--- src/rtl/tristate_bus_arbiter.sv ---
// Round-robin owner of the output-enables of N tri-state pads on one bus net.
// Guarantees a single driver per cycle and inserts turnaround cycles between owners.
module tristate_bus_arbiter #(
  parameter int N_REQ      = 4,
  parameter int TURNAROUND = 1,
  parameter int MAX_HOLD   = 16
) (
  input  logic                     clk,
  input  logic                     rst_n,
  input  logic [N_REQ-1:0]         req,
  output logic [N_REQ-1:0]         oe,
  output logic                     grant_valid,
  output logic [$clog2(N_REQ)-1:0] grant_idx,
  output logic                     turn,
  output logic                     preempt
);

  localparam int IDX_W = $clog2(N_REQ);

  localparam logic [1:0] ST_IDLE  = 2'd0;
  localparam logic [1:0] ST_DRIVE = 2'd1;
  localparam logic [1:0] ST_TURN  = 2'd2;

  localparam logic [IDX_W-1:0] LAST_IDX   = IDX_W'(N_REQ - 1);
  localparam logic [IDX_W:0]   CAND_N     = (IDX_W + 1)'(N_REQ);
  localparam logic [7:0]       MAX_HOLD_C = 8'(MAX_HOLD);
  localparam logic [3:0]       TURN_C     = 4'(TURNAROUND);
  localparam logic [N_REQ-1:0] ONE_HOT0   = N_REQ'(1);

  logic [1:0]       state_r;
  logic [IDX_W-1:0] rr_ptr_r;
  logic [7:0]       hold_cnt_r;
  logic [3:0]       turn_cnt_r;

  logic             win_found_s;
  logic [IDX_W-1:0] win_idx_s;
  logic [IDX_W:0]   cand_s;
  logic [N_REQ-1:0] owner_mask_s;
  logic             owner_req_s;
  logic             others_req_s;

  // Circular scan from rr_ptr: the first requester found wins. A just-served
  // owner sits last in the order, which also gives a preempted owner lowest priority.
  always_comb begin
    win_found_s = 1'b0;
    win_idx_s   = '0;
    cand_s      = '0;
    for (int k = 0; k < N_REQ; k++) begin
      cand_s = {1'b0, rr_ptr_r} + (IDX_W + 1)'(k);
      if (cand_s >= CAND_N) begin
        cand_s = cand_s - CAND_N;
      end else begin
        cand_s = cand_s;
      end
      if (!win_found_s && req[cand_s[IDX_W-1:0]]) begin
        win_found_s = 1'b1;
        win_idx_s   = cand_s[IDX_W-1:0];
      end else begin
        win_found_s = win_found_s;
      end
    end
  end

  // Owner request and contention from the other requesters.
  always_comb begin
    owner_mask_s = ONE_HOT0 << grant_idx;
    owner_req_s  = req[grant_idx];
    others_req_s = |(req & ~owner_mask_s);
  end

  // Arbitration state machine; every output is a flop.
  always_ff @(posedge clk) begin
    if (!rst_n) begin
      state_r     <= ST_IDLE;
      rr_ptr_r    <= '0;
      hold_cnt_r  <= 8'd0;
      turn_cnt_r  <= 4'd0;
      oe          <= '0;
      grant_valid <= 1'b0;
      grant_idx   <= '0;
      turn        <= 1'b0;
      preempt     <= 1'b0;
    end else begin
      preempt <= 1'b0;
      case (state_r)
        ST_IDLE: begin
          turn <= 1'b0;
          if (win_found_s) begin
            oe          <= ONE_HOT0 << win_idx_s;
            grant_valid <= 1'b1;
            grant_idx   <= win_idx_s;
            hold_cnt_r  <= 8'd1;
            rr_ptr_r    <= (win_idx_s == LAST_IDX) ? '0 : win_idx_s + IDX_W'(1);
            state_r     <= ST_DRIVE;
          end else begin
            state_r <= ST_IDLE;
          end
        end
        ST_DRIVE: begin
          if (!owner_req_s) begin
            oe          <= '0;
            grant_valid <= 1'b0;
            turn        <= 1'b1;
            turn_cnt_r  <= TURN_C;
            state_r     <= ST_TURN;
          end else if ((hold_cnt_r == MAX_HOLD_C) && others_req_s) begin
            oe          <= '0;
            grant_valid <= 1'b0;
            preempt     <= 1'b1;
            turn        <= 1'b1;
            turn_cnt_r  <= TURN_C;
            state_r     <= ST_TURN;
          end else if (hold_cnt_r != MAX_HOLD_C) begin
            hold_cnt_r <= hold_cnt_r + 8'd1;
          end else begin
            hold_cnt_r <= hold_cnt_r;
          end
        end
        ST_TURN: begin
          if (turn_cnt_r == 4'd1) begin
            turn       <= 1'b0;
            turn_cnt_r <= 4'd0;
            state_r    <= ST_IDLE;
          end else begin
            turn_cnt_r <= turn_cnt_r - 4'd1;
          end
        end
        default: begin
          oe          <= '0;
          grant_valid <= 1'b0;
          turn        <= 1'b0;
          state_r     <= ST_IDLE;
        end
      endcase
    end
  end

endmodule

--- config.mk ---
export PLATFORM = sky130hd
export DESIGN_NAME = tristate_bus_arbiter
export DESIGN_NICKNAME = d
export VERILOG_FILES = /design/src/rtl/tristate_bus_arbiter.sv
export SDC_FILE = /design/constraint.sdc
export NUM_CORES = 1
export LEC_CHECK = 0
export CAP_MARGIN = 20
export CORE_ASPECT_RATIO = 0.8
export CORE_MARGIN = 3
export CORE_UTILIZATION = 45
export CTS_CLUSTER_DIAMETER = 120
export DETAILED_ROUTE_END_ITERATION = 8
export GPL_ROUTABILITY_DRIVEN = 1
export PLACE_DENSITY_LB_ADDON = 0.25
export SLEW_MARGIN = 20
export SYNTH_ARGS = -nofsm -noshare
export SYNTH_HDL_FRONTEND = slang
export SYNTH_SLANG_ARGS = --single-unit
--- constraint.sdc ---
create_clock -name clk -period 3.6 [get_ports clk]
set_input_delay 0.72 -clock clk [delete_from_list [all_inputs] [get_ports clk]]
set_output_delay 0.72 -clock clk [all_outputs]
set_load 0.005 [all_outputs]
==> impl_metrics.ini <==
[floorplanning]
pin_count = 15
dieArea_sq_um = 3920
die_h_microns = 56.6
core-area_sq_um = 2890
rows = 17
die_w_microns = 69.2
start_util = 0.497

[yosys]
synth_area_leaders = dfxtp_1 (33%), ha_1 (7.0%), nand2_1 (5.5%)
synth_cell_types = 44
syn_inst = 169
synth_edf_count = 0
ys_warn_count = 0
syn_avg_cell_area_sq_um = 8.51
syn_nets = 183
synth.top_cell.area_share = 0.334
ys_seq_elements = 24
synthArstFlopShare = 0
ys_seq_area_frac = 0.334
synthesis.area_sq_um = 1440
synth_flop_cell = dfxtp_1
yosys.area.top_type = dfxtp_1

[worst_hold_path]
hold_path.class = register to register
min_path_cells = 2

[worst_setup_path]
startpoint_type = primary input
crit_fanout = 7
cpPeakStageDelay_ns = 0.59
cp_slowest_cell = clkdlybuf4s50_1
worstReg2RegEnd = turn_cnt_r[3]$_SDFFE_PN0P_
cp-end-kind = register
critPathArrivalTime_ns = 2.55
r2r-start = hold_cnt_r[0]$_SDFFE_PN0P_
startpoint = req[0]
r2r_cells = 6
endpoint = oe[3]$_SDFFE_PN0P_
crit_chain = clkdlybuf4s50_1 > a21o_1 > a21boi_0 > o21ai_0 > inv_1 > ha_1 > nand2_1 > mux2_2 > o31ai_1
worst-r2r-setup-slack_ns = 1.56
critPathRequiredTime_ns = 3.76
worstSetupPathType = primary input to register

[finish]
drive_above_1_share = 0.109
seq_area_sq_um = 480
instances_no_fill = 221
antenna_cells = 0
fin_area_sq_um = 1690
nFillCells = 269
areaGrowthSynthToFinish_pct = 17.4
multi_input_area_sq_um = 905
nNetsFinal = 198

[power]
p_per_area_nw_per_um2 = 641
p_total_mw = 1.08
ir_drop_v = 0.000383
comb_power_share = 0.418
p_sw_frac = 0.364
p_int_mw = 0.689
clkPwrFrac = 0.218
p_sw_mw = 0.394
p_leak_nw = 0.611
pwr-share-seq = 0.364

[global_route]
grt_overflow = 0
grtUsageTotal = 0.166
grt_busiest_layer = met2
grt_first_pass_wirelength_microns = 5400
grt_max_degree = 18
grt_pass1_vias = 1231
use_met2 = 0.273
gr-usage-met1 = 0.213
antenna_found_initial = 0
grtUsageMet3 = 0.0465

[routing]
wl_per_cell_microns = 13.9
drc_errors = 0
totalWireLength_microns = 3080
vias_per_cell = 5.78
drt.antenna.violating_nets = 0
first_iter_violations = 72
routed-via-count = 1277
firstDrtPassIters = 4

[timing]
final.setup.tns_ns = 0
clock.fmax_mhz = 417
post-route-min-period_ns = 2.40
tightest_slew_ns = 0.625
finalCritPeriodShare = 0.666
final-setup-viol-count = 0
fin_skew_ns = 0.00236
slew_headroom = 0.582
hold_viol_final = 0
final_max_slew_viol_count = 0
rsz0062_at_grt = no

[cts]
cts.path.max_buffers = 2
cts_resized = 0
cts-hold-fix-buffers = 0
htree_levels = 1
path_clk_slew_ns = 0.08
clk_latency_ns = 0.27
postCtsSetupBuffers = 0
cts_sinks = 24
cts_tree = built
root_buffer = clkbuf_8
cts_buffers = 3

[placement]
place.gp.congestion = 0.852
post-place-cells = 217
io_buffers = 14
placedInstanceArea_sq_um = 1620
hpwl_microns = 2230

[outcome]
status = completed

[flow_run]
drv_cap = 0
critical path: cells and delay by family:
family / cells / cell delay, ns
fa+ha+maj: 1 / 0.21
compound gates: 4 / 0.71
simple gates: 1 / 0.05
mux: 1 / 0.14
buf+inv: 2 / 0.73
metrics by stage:
stage | setup slack, ns | util | hold slack, ns
after floorplan | 1.63 | - | 0.433
after global placement | 0.988 | 0.559 | 0.458
after detailed placement | 0.962 | 0.559 | 0.473
after CTS | 1.22 | 0.584 | 0.487
after global routing | 1.05 | 0.584 | 0.510
final | 1.20 | 0.584 | 0.483
power groups by stage:
stage          Clock, mW  Sequential, mW  Combinational [mW]
2_1_floorplan          0           0.377               0.324
3_3_place_gp           0           0.394               0.439
3_5_place_dp           0           0.398               0.448
4_1_cts            0.243           0.392               0.453
5_1_grt            0.254           0.405               0.501
6_report           0.236           0.394               0.453
synthesized netlist by cell type (4+ instances only):
| cell | instances |
|---|---|
| o31ai_1 | 6 |
| xor2_1 | 5 |
| o21ai_0 | 9 |
| nand4_1 | 4 |
| and2_1 | 4 |
| nor2b_1 | 5 |
| inv_1 | 8 |
| nor2_1 | 9 |
| nand2_1 | 21 |
| nand3b_1 | 5 |
| a21oi_1 | 4 |
| clkbuf_1 | 5 |
| ha_1 | 8 |
| dfxtp_1 | 24 |
| mux2_2 | 5 |
cell families after synthesis:
kind of cell | after synthesis | synth area share
AOI/OAI and AO/OA | 41 | 0.199
DFF | 24 | 0.334
buffers and inverters | 14 | 0.0374
and+or+nand+nor | 71 | 0.275
muxes | 6 | 0.0548
xor gates and xnor gates | 5 | 0.0304
adders and majority gates | 8 | 0.0696
metal layers:
| metal | wire length [microns] | up-vias | share of wire |
|---|---|---|---|
| li1 | - | 639 | - |
| met1 | 1530 | 604 | 0.50 |
| met2 | 1400 | 30 | 0.46 |
| met3 | 115 | 4 | 0.037 |
| met4 | 26 | 0 | 0.0085 |
| met5 | 0 | - | 0 |
how the worst min path moves through the flow:
stage | from | to | slack [ns]
6_report | oe[0]$_SDFFE_PN0P_ | oe[0]$_SDFFE_PN0P_ | 0.48
3_3_place_gp | oe[2]$_SDFFE_PN0P_ | oe[2]$_SDFFE_PN0P_ | 0.46
3_5_place_dp | oe[1]$_SDFFE_PN0P_ | oe[1]$_SDFFE_PN0P_ | 0.47
5_1_grt | oe[1]$_SDFFE_PN0P_ | oe[1]$_SDFFE_PN0P_ | 0.51
2_1_floorplan | turn_cnt_r[3]$_SDFFE_PN0P_ | turn_cnt_r[3]$_SDFFE_PN0P_ | 0.43
4_1_cts | oe[0]$_SDFFE_PN0P_ | oe[0]$_SDFFE_PN0P_ | 0.49
cell usage in the layout (no fill, tap or decap), types with 5 or more instances in the layout:
cell type and instances:
clkdlybuf4s50_1 14, dfxtp_1 24, ha_1 8, inv_1 8, mux2_2 5, nand2_1 21, nand3b_1 5, nor2_1 9
nor2b_1 5, o21ai_0 9, o31ai_1 6, xor2_1 5
final cells by class:
| class | instances | share of cell area |
|---|---|---|
| tap | 38 | 0.0281 |
| inverter | 8 | 0.0178 |
| multi-input combinational | 131 | 0.536 |
| clock inverter | 1 | 0.0178 |
| timing repair buffer | 16 | 0.0919 |
| sequential | 24 | 0.284 |
| clock buffer | 3 | 0.0244 |
registers in the layout (all words and copies together) (netlist names):
| register | cells |
|---|---|
| rr_ptr_r | 2 |
| hold_cnt_r | 8 |
| turn_cnt_r | 4 |
| grant_valid | 1 |
| oe | 4 |
| state_r | 1 |
| turn | 1 |
| grant_idx | 2 |
| preempt | 1 |
No activity file was read; power rests on OpenSTA's default activity.
